$ cat src/rtl/clkdiv_ctrl.sv
// rtl/clkdiv_ctrl.sv - run-time fabric clock divider with glitch-free divisor updates
// Divisor changes and stop requests only take effect at a period boundary (wrap).
module clkdiv_ctrl #(
    parameter int CNT_W       = 8,
    parameter int DEFAULT_DIV = 8
) (
    input  logic             clk_in,
    input  logic             rst_n,
    input  logic             enable,
    input  logic [CNT_W-1:0] div_in,
    input  logic             div_valid,
    output logic             div_ready,
    output logic             clk_out,
    output logic             rise_tick,
    output logic             busy,
    output logic [CNT_W-1:0] div_active
);

    localparam int               RESET_DIV_I = (DEFAULT_DIV < 2) ? 2 : DEFAULT_DIV;
    localparam logic [CNT_W-1:0] RESET_DIV   = RESET_DIV_I[CNT_W-1:0];

    typedef enum logic [1:0] {
        STOP = 2'd0,
        RUN  = 2'd1,
        PEND = 2'd2
    } state_t;

    state_t           state_q, state_d;
    logic [CNT_W-1:0] cnt_q, cnt_d;
    logic [CNT_W-1:0] div_q, div_d;
    logic [CNT_W-1:0] pend_q, pend_d;
    logic             clk_q, clk_d;
    logic             rise_q, rise_d;

    logic             fire;
    logic             wrap;
    logic [CNT_W-1:0] div_half;
    logic [CNT_W-1:0] div_last;

    // Divisors below 2 cannot produce a clock, so they are raised to 2.
    function automatic logic [CNT_W-1:0] clamp_div(input logic [CNT_W-1:0] v);
        return (v < CNT_W'(2)) ? CNT_W'(2) : v;
    endfunction

    assign div_ready  = (state_q != PEND);
    assign busy       = (state_q != STOP);
    assign clk_out    = clk_q;
    assign rise_tick  = rise_q;
    assign div_active = div_q;

    assign fire     = div_valid && div_ready;
    assign div_half = div_q >> 1;
    assign div_last = div_q - CNT_W'(1);
    assign wrap     = (state_q != STOP) && (cnt_q == div_last);

    always_comb begin
        state_d = state_q;
        cnt_d   = cnt_q;
        div_d   = div_q;
        pend_d  = pend_q;
        clk_d   = 1'b0;
        rise_d  = 1'b0;
        case (state_q)
            STOP: begin
                cnt_d = '0;
                if (fire) div_d = clamp_div(div_in);
                if (enable) state_d = RUN;
            end
            RUN, PEND: begin
                clk_d  = (cnt_q < div_half);
                rise_d = (cnt_q == '0);
                cnt_d  = wrap ? '0 : cnt_q + CNT_W'(1);
                if ((state_q == RUN) && fire) begin
                    pend_d  = clamp_div(div_in);
                    state_d = PEND;
                end
                if (wrap) begin
                    if (state_q == PEND) div_d = pend_q;
                    if (!enable) begin
                        state_d = STOP;
                        // A divisor accepted on the stopping edge is applied directly.
                        if ((state_q == RUN) && fire) div_d = clamp_div(div_in);
                    end else if (state_q == PEND) begin
                        state_d = RUN;
                    end
                end
            end
            default: begin
                state_d = STOP;
                cnt_d   = '0;
            end
        endcase
    end

    always_ff @(posedge clk_in or negedge rst_n) begin
        if (!rst_n) begin
            state_q <= STOP;
            cnt_q   <= '0;
            div_q   <= RESET_DIV;
            pend_q  <= '0;
            clk_q   <= 1'b0;
            rise_q  <= 1'b0;
        end else begin
            state_q <= state_d;
            cnt_q   <= cnt_d;
            div_q   <= div_d;
            pend_q  <= pend_d;
            clk_q   <= clk_d;
            rise_q  <= rise_d;
        end
    end

endmodule
$ cat config.mk
export PLATFORM = sky130hd
export DESIGN_NAME = clkdiv_ctrl
export DESIGN_NICKNAME = d
export VERILOG_FILES = /design/src/rtl/clkdiv_ctrl.sv
export SDC_FILE = /design/constraint.sdc
export NUM_CORES = 1
export LEC_CHECK = 0
export ABC_AREA = 1
export BUFFER_PORTS_ARGS = -buffer_cell sky130_fd_sc_hd__buf_4
export CAP_MARGIN = 10
export CORE_MARGIN = 2
export CORE_UTILIZATION = 51
export DETAILED_ROUTE_END_ITERATION = 10
export PLACE_DENSITY = 0.83
export SLEW_MARGIN = 20
export SYNTH_ARGS = -nofsm -noshare
export SYNTH_HDL_FRONTEND = slang
export SYNTH_SLANG_ARGS = --single-unit
$ cat constraint.sdc
create_clock -name clk_in -period 2.2 [get_ports clk_in]
set_input_delay 0.44 -clock clk_in [delete_from_list [all_inputs] [get_ports clk_in]]
set_output_delay 0.44 -clock clk_in [all_outputs]
set_load 0.05 [all_outputs]
==> After elaboration in Yosys (flattened, before gate mapping) <==
Cells that the tools add are included.
Widths: inputs -> output; s select.
{ "word_totals": {"reg_bits": 28, "in_bits": 12} }
{ "op_classes": {"addsub": 2, "n_lt_le_gt_ge": 2, "n_mux": 17, "n_reduce_logical": 10, "eq_ne": 7} }
{ "op_table": {"columns": ["op", "count"], "rows": [
  ["$mux 8", 8],
  ["$pmux 8 s2", 1],
  ["$mux 2", 5],
  ["$add 8x1->8 const B", 1],
  ["$eq 8x8->1", 1],
  ["$logic_not 8->1", 1],
  ["$lt 8x2->1 const B", 1],
  ["$lt 8x7->1", 1],
  ["$ne 2x2->1 const B", 4],
  ["$sub 8x1->8 const B", 1],
  ["$pmux 2 s2", 1],
  ["$reduce_bool 2->1", 2],
  ["$logic_and 1x1->1", 3],
  ["$reduce_and 3->1", 1],
  ["$eq 2x1->1 const B", 1],
  ["$eq 2x2->1 const B", 1],
  ["$logic_not 2->1", 1],
  ["$mux 1", 2],
  ["$reduce_and 2->1", 1],
  ["$reduce_or 2->1", 1]
]} }

==> Logic depth before layout (Yosys ltp) <==
{ "logic_depth": {"ltp_word": 8, "ltp_mapped": 15} }

==> Least setup slack after synthesis <==
OpenSTA, ideal clock, no wires.
{ "synth_timing": {"kind": "flip-flop to flip-flop", "startpoint": "register div_q[0] (netlist: div_active[0])", "endpoint": "register div_q[6] (netlist: div_active[6])", "path_stages_with_launch": 13, "arrival_ps": 2028, "required_time_ps": 2077, "setup_ps": 123, "slack_ps": 49, "cell_sequence": "dfrtp_1 inv_2 ha_1 xnor2_1 nor2_1 nand4_2 nor2_4 inv_2 nand2_2 o21ai_4 buf_6 nand2_2 o21ai_2"} }
{ "synth_between": {"elab_chain_len": 5} }
{ "synth_rtl": {"columns": ["item", "line_no", "rtl"], "rows": [
  ["from (decl)", "30", "logic [CNT_W-1:0] div_q, div_d;"],
  ["from (signal assigned)", "106", "div_q <= div_d;"],
  ["$sub 8x1->8", "53", "assign div_last = div_q - CNT_W'(1);"],
  ["$eq 8x8->1", "54", "assign wrap = (state_q != STOP) && (cnt_q == div_last);"],
  ["$logic_and 1x1->1", "54", null],
  ["$ne 2x2->1 (no line)", null, null],
  ["$reduce_and 3->1 (no line)", null, null]
]} }
No other way between the ends.
A chain may end at the register's enable or synchronous reset.

==> Worst setup path after layout <==
{ "layout_timing": {"startpoint": "register state_q[0]", "endpoint": "register div_q[0] (netlist: div_active[0])"} }
{ "layout_between": {"elab_chain_len": 7, "elab_cells_between_ends": 18, "classes_between": "eq/ne (5); mux (5); reduce/logical (8)"} }
{ "layout_rtl": {"columns": ["item", "line_no", "rtl"], "rows": [
  ["from (decl)", "28", "state_t state_q, state_d;"],
  ["from (signal assigned)", "104", "state_q <= state_d;"],
  ["$ne 2x2->1", "45", "assign div_ready = (state_q != PEND);"],
  ["$logic_and 1x1->1", "51", "assign fire = div_valid && div_ready;"],
  ["$logic_and 1x1->1", "82", "if ((state_q == RUN) && fire) div_d = clamp_div(div_in);"],
  ["$mux 8", "82", null],
  ["$mux 8", "79", "if (!enable) begin"],
  ["$mux 8", "77", "if (wrap) begin"],
  ["$pmux 8 s2", "63", "case (state_q)"]
]} }
Parallel ways exist; a longest one is shown, timed or not. The select of a mux whose other input is x is not followed.

==> results.json <==
{
  "timing.hold.ws_ns": 0.0646,
  "worstPathMaxFanout": 16,
  "route.detailed.drc": 0,
  "fmax_ghz": 0.482,
  "final_hold_viol_count": 0,
  "layout.nets": 315,
  "routedWlPerCell_um": 12.5,
  "period_needed_ns": 2.08,
  "first_pass_iters": 4,
  "rr_startpoint": "state_q[0]",
  "clk_pin_slew_ns": 0.10,
  "regToRegEndpoint": "div_active[0]",
  "worstRegToRegCells": 12,
  "io_pins": 24,
  "cts_buffer_depth": 2,
  "pwr_density_cell_nw_per_um2": 1510,
  "setup_viol": 0,
  "worst_slew_pin_slew_ns": 0.543,
  "grt_use_total_pct": 22.3,
  "initial_core_util_pct": 53.0,
  "yosys-top-cells-count": "80 x nand2_1, 28 x inv_1, 27 x dfrtp_1",
  "synth_cell_types": 33,
  "finClkSkew_ns": 0.00650,
  "cts-buffers-inserted": 3,
  "fin_total_pwr_w": 0.00335,
  "drive_gt1_share_pct": 21.1,
  "multi_input_area_um2": 1070,
  "vias_per_cell": 5.27,
  "post-synth-top-count-cell": "nand2_1",
  "grt-ovfl-total": 0,
  "wl_mm": 4.22,
  "antenna_found_initial": 0,
  "dieArea_um2": 4310,
  "yosys.area.top_type_share_pct": 34.8,
  "cp-start-kind": "flip-flop",
  "antenna_left": 0,
  "synth_area_leaders": "dfrtp_1 35%, nand2_1 15%, ha_1 8.4%",
  "syn_area_um2": 1940,
  "endpoint": "div_active[0]",
  "hold_class": "in2async",
  "dp_hpwl_mm": 3.30,
  "clk_latency_ns": 0.28,
  "ff_latch_area_um2": 702,
  "worst_setup_path_end_kind": "flip-flop",
  "synth_edf_count": 0,
  "cts_sinks": 28,
  "wl_met3_um": 171,
  "critPathKind": "reg2reg",
  "grt_max_degree": 29,
  "antenna-diode-count": 0,
  "ff2ff_setup_slack_ns": 0.12,
  "synth.yosys.seq_area_share_pct": 36.2,
  "crit_start": "state_q[0]",
  "p_leak_nw": 1.15,
  "final.period_utilization_pct": 94.4,
  "cp.required_ns": 2.35,
  "dp_slack_ns": 0.157,
  "num_vias": 1775,
  "drt-met1-wl_mm": 1.92,
  "syn_nets": 290,
  "syn_avg_cell_area_um2": 7.32,
  "async_reset_ff_share_pct": 100,
  "grt_pass1_wl_mm": 7.39,
  "stdcell_count": 337,
  "ys_seq_elements": 28,
  "die_w_um": 65.7,
  "cts_root_buffer": "clkbuf_8",
  "syn_inst": 265,
  "ys_warn_count": 0,
  "grt_pass1_vias": 1655,
  "finalSetupTns_ns": 0,
  "peakVddDrop_v": 0.000982,
  "routed.top_layer": "met4",
  "gp_congestion": 0.870,
  "wl_met2_mm": 2.05,
  "drv_cap": 0,
  "slew_headroom_pct": 63.7,
  "rows": 22,
  "core_area_um2": 3660,
  "htree_levels": 1,
  "yosysTopAreaCell": "dfrtp_1",
  "arrival_ns": 2.23,
  "drt-initial-drc-count": 136,
  "fp.dieH_um": 65.7,
  "buffer_ports.inserted": 23,
  "cts_tree": "yes",
  "finalMaxSlewViolations": 0,
  "ys.flop_type": "dfrtp_1",
  "hold_buffers": 0,
  "status": "complete, no violations",
  "placed_cells": 332,
  "syn2layout_area_growth_pct": 14.7,
  "fin_ws_ns": 0.124,
  "nFillCells": 344
}
-- registers in the layout, summed over array words and instances, names as in the netlist --
register / count
clk_out: 1
cnt_q: 8
div_active: 8
pend_q: 8
rise_tick: 1
state_q: 2
-- worst max-delay path, stage by stage (launching register included) --
cell     delay [ns]
dfrtp_1        0.43
inv_1          0.10
ha_1           0.25
inv_1          0.15
nand3_1        0.09
nor2_1         0.14
nand4_2        0.16
nor2_4         0.18
inv_2          0.06
nand2_2        0.07
o21ai_4        0.16
nand2_1        0.12
o21ai_2        0.06
-- cell families (layout without fill, tap and decap cells) --
family,count (synthesis),count (layout),share of synthesized area [%]
simple gates,131,131,29.5
mux,1,1,0.516
flops,28,28,36.2
compound gates,42,42,13.3
fa+ha+maj,13,13,8.38
xor+xnor,7,7,3.16
buf+inv,43,67,8.90
-- per-layer routing --
| layer | vias to the layer above | GRT usage, % |
|---|---|---|
| met5 | - | 0 |
| met4 | 0 | 8.59 |
| met2 | 43 | 37.2 |
| li1 | 887 | - |
| met3 | 9 | 2.91 |
| met1 | 836 | 29.1 |
-- power by group --
part           internal [W]  leakage [nW]  total [W]  switching, W
sequential         0.000717         0.357   0.000929      0.000213
clock              0.000160        0.0288   0.000320      0.000160
combinational      0.000699         0.759    0.00210       0.00140
total               0.00158          1.15    0.00335       0.00177
-- how the worst min path moves through the flow --
stage | from | end | slack [ns] | cells past startpoint
3_3_place_gp | rst_n | pend_q[2] | 0.38 | 1
2_1_floorplan | rst_n | clk_out | 0.14 | 0
3_5_place_dp | rst_n | pend_q[2] | 0.38 | 1
4_1_cts | rst_n | pend_q[2] | 0.07 | 1
6_report | rst_n | pend_q[0] | 0.06 | 1
5_1_grt | rst_n | pend_q[2] | 0.09 | 1
-- cells in the final DEF (no fill, tap or decap), types with 5 or more instances in the layout --
cell type / Yosys / routed
nor2_1: 19 / 19
inv_2: 8 / 8
dfrtp_1: 27 / 27
buf_4: 0 / 26
ha_1: 13 / 13
nand2_1: 80 / 80
o21ai_0: 24 / 24
o21ai_2: 9 / 8
inv_1: 28 / 28
nand3_1: 9 / 9
nand2_2: 5 / 5
-- metrics by stage --
| step | instance area, um^2 | utilization, % |
|---|---|---|
| global route | 2230 | 60.8 |
| global placement | 2160 | 58.9 |
| floorplan | 1940 | - |
| CTS | 2210 | 60.4 |
| detailed placement | 2160 | 58.9 |
| finish | 2230 | 60.8 |
-- what timing repair did --
action,4_1_cts,5_1_grt
setup buffers,0,1
resized for setup,0,1
setup endpoints to repair,0,6
-- area by class of cell --
cell class	instances	share of cell area, %
sequential	28	31.5
clock buffer	4	2.47
tap	48	2.70
timing repair buffer	26	8.77
inverter	37	6.30
multi-input combinational	194	48.2
Power figures use the tool's default switching activity.
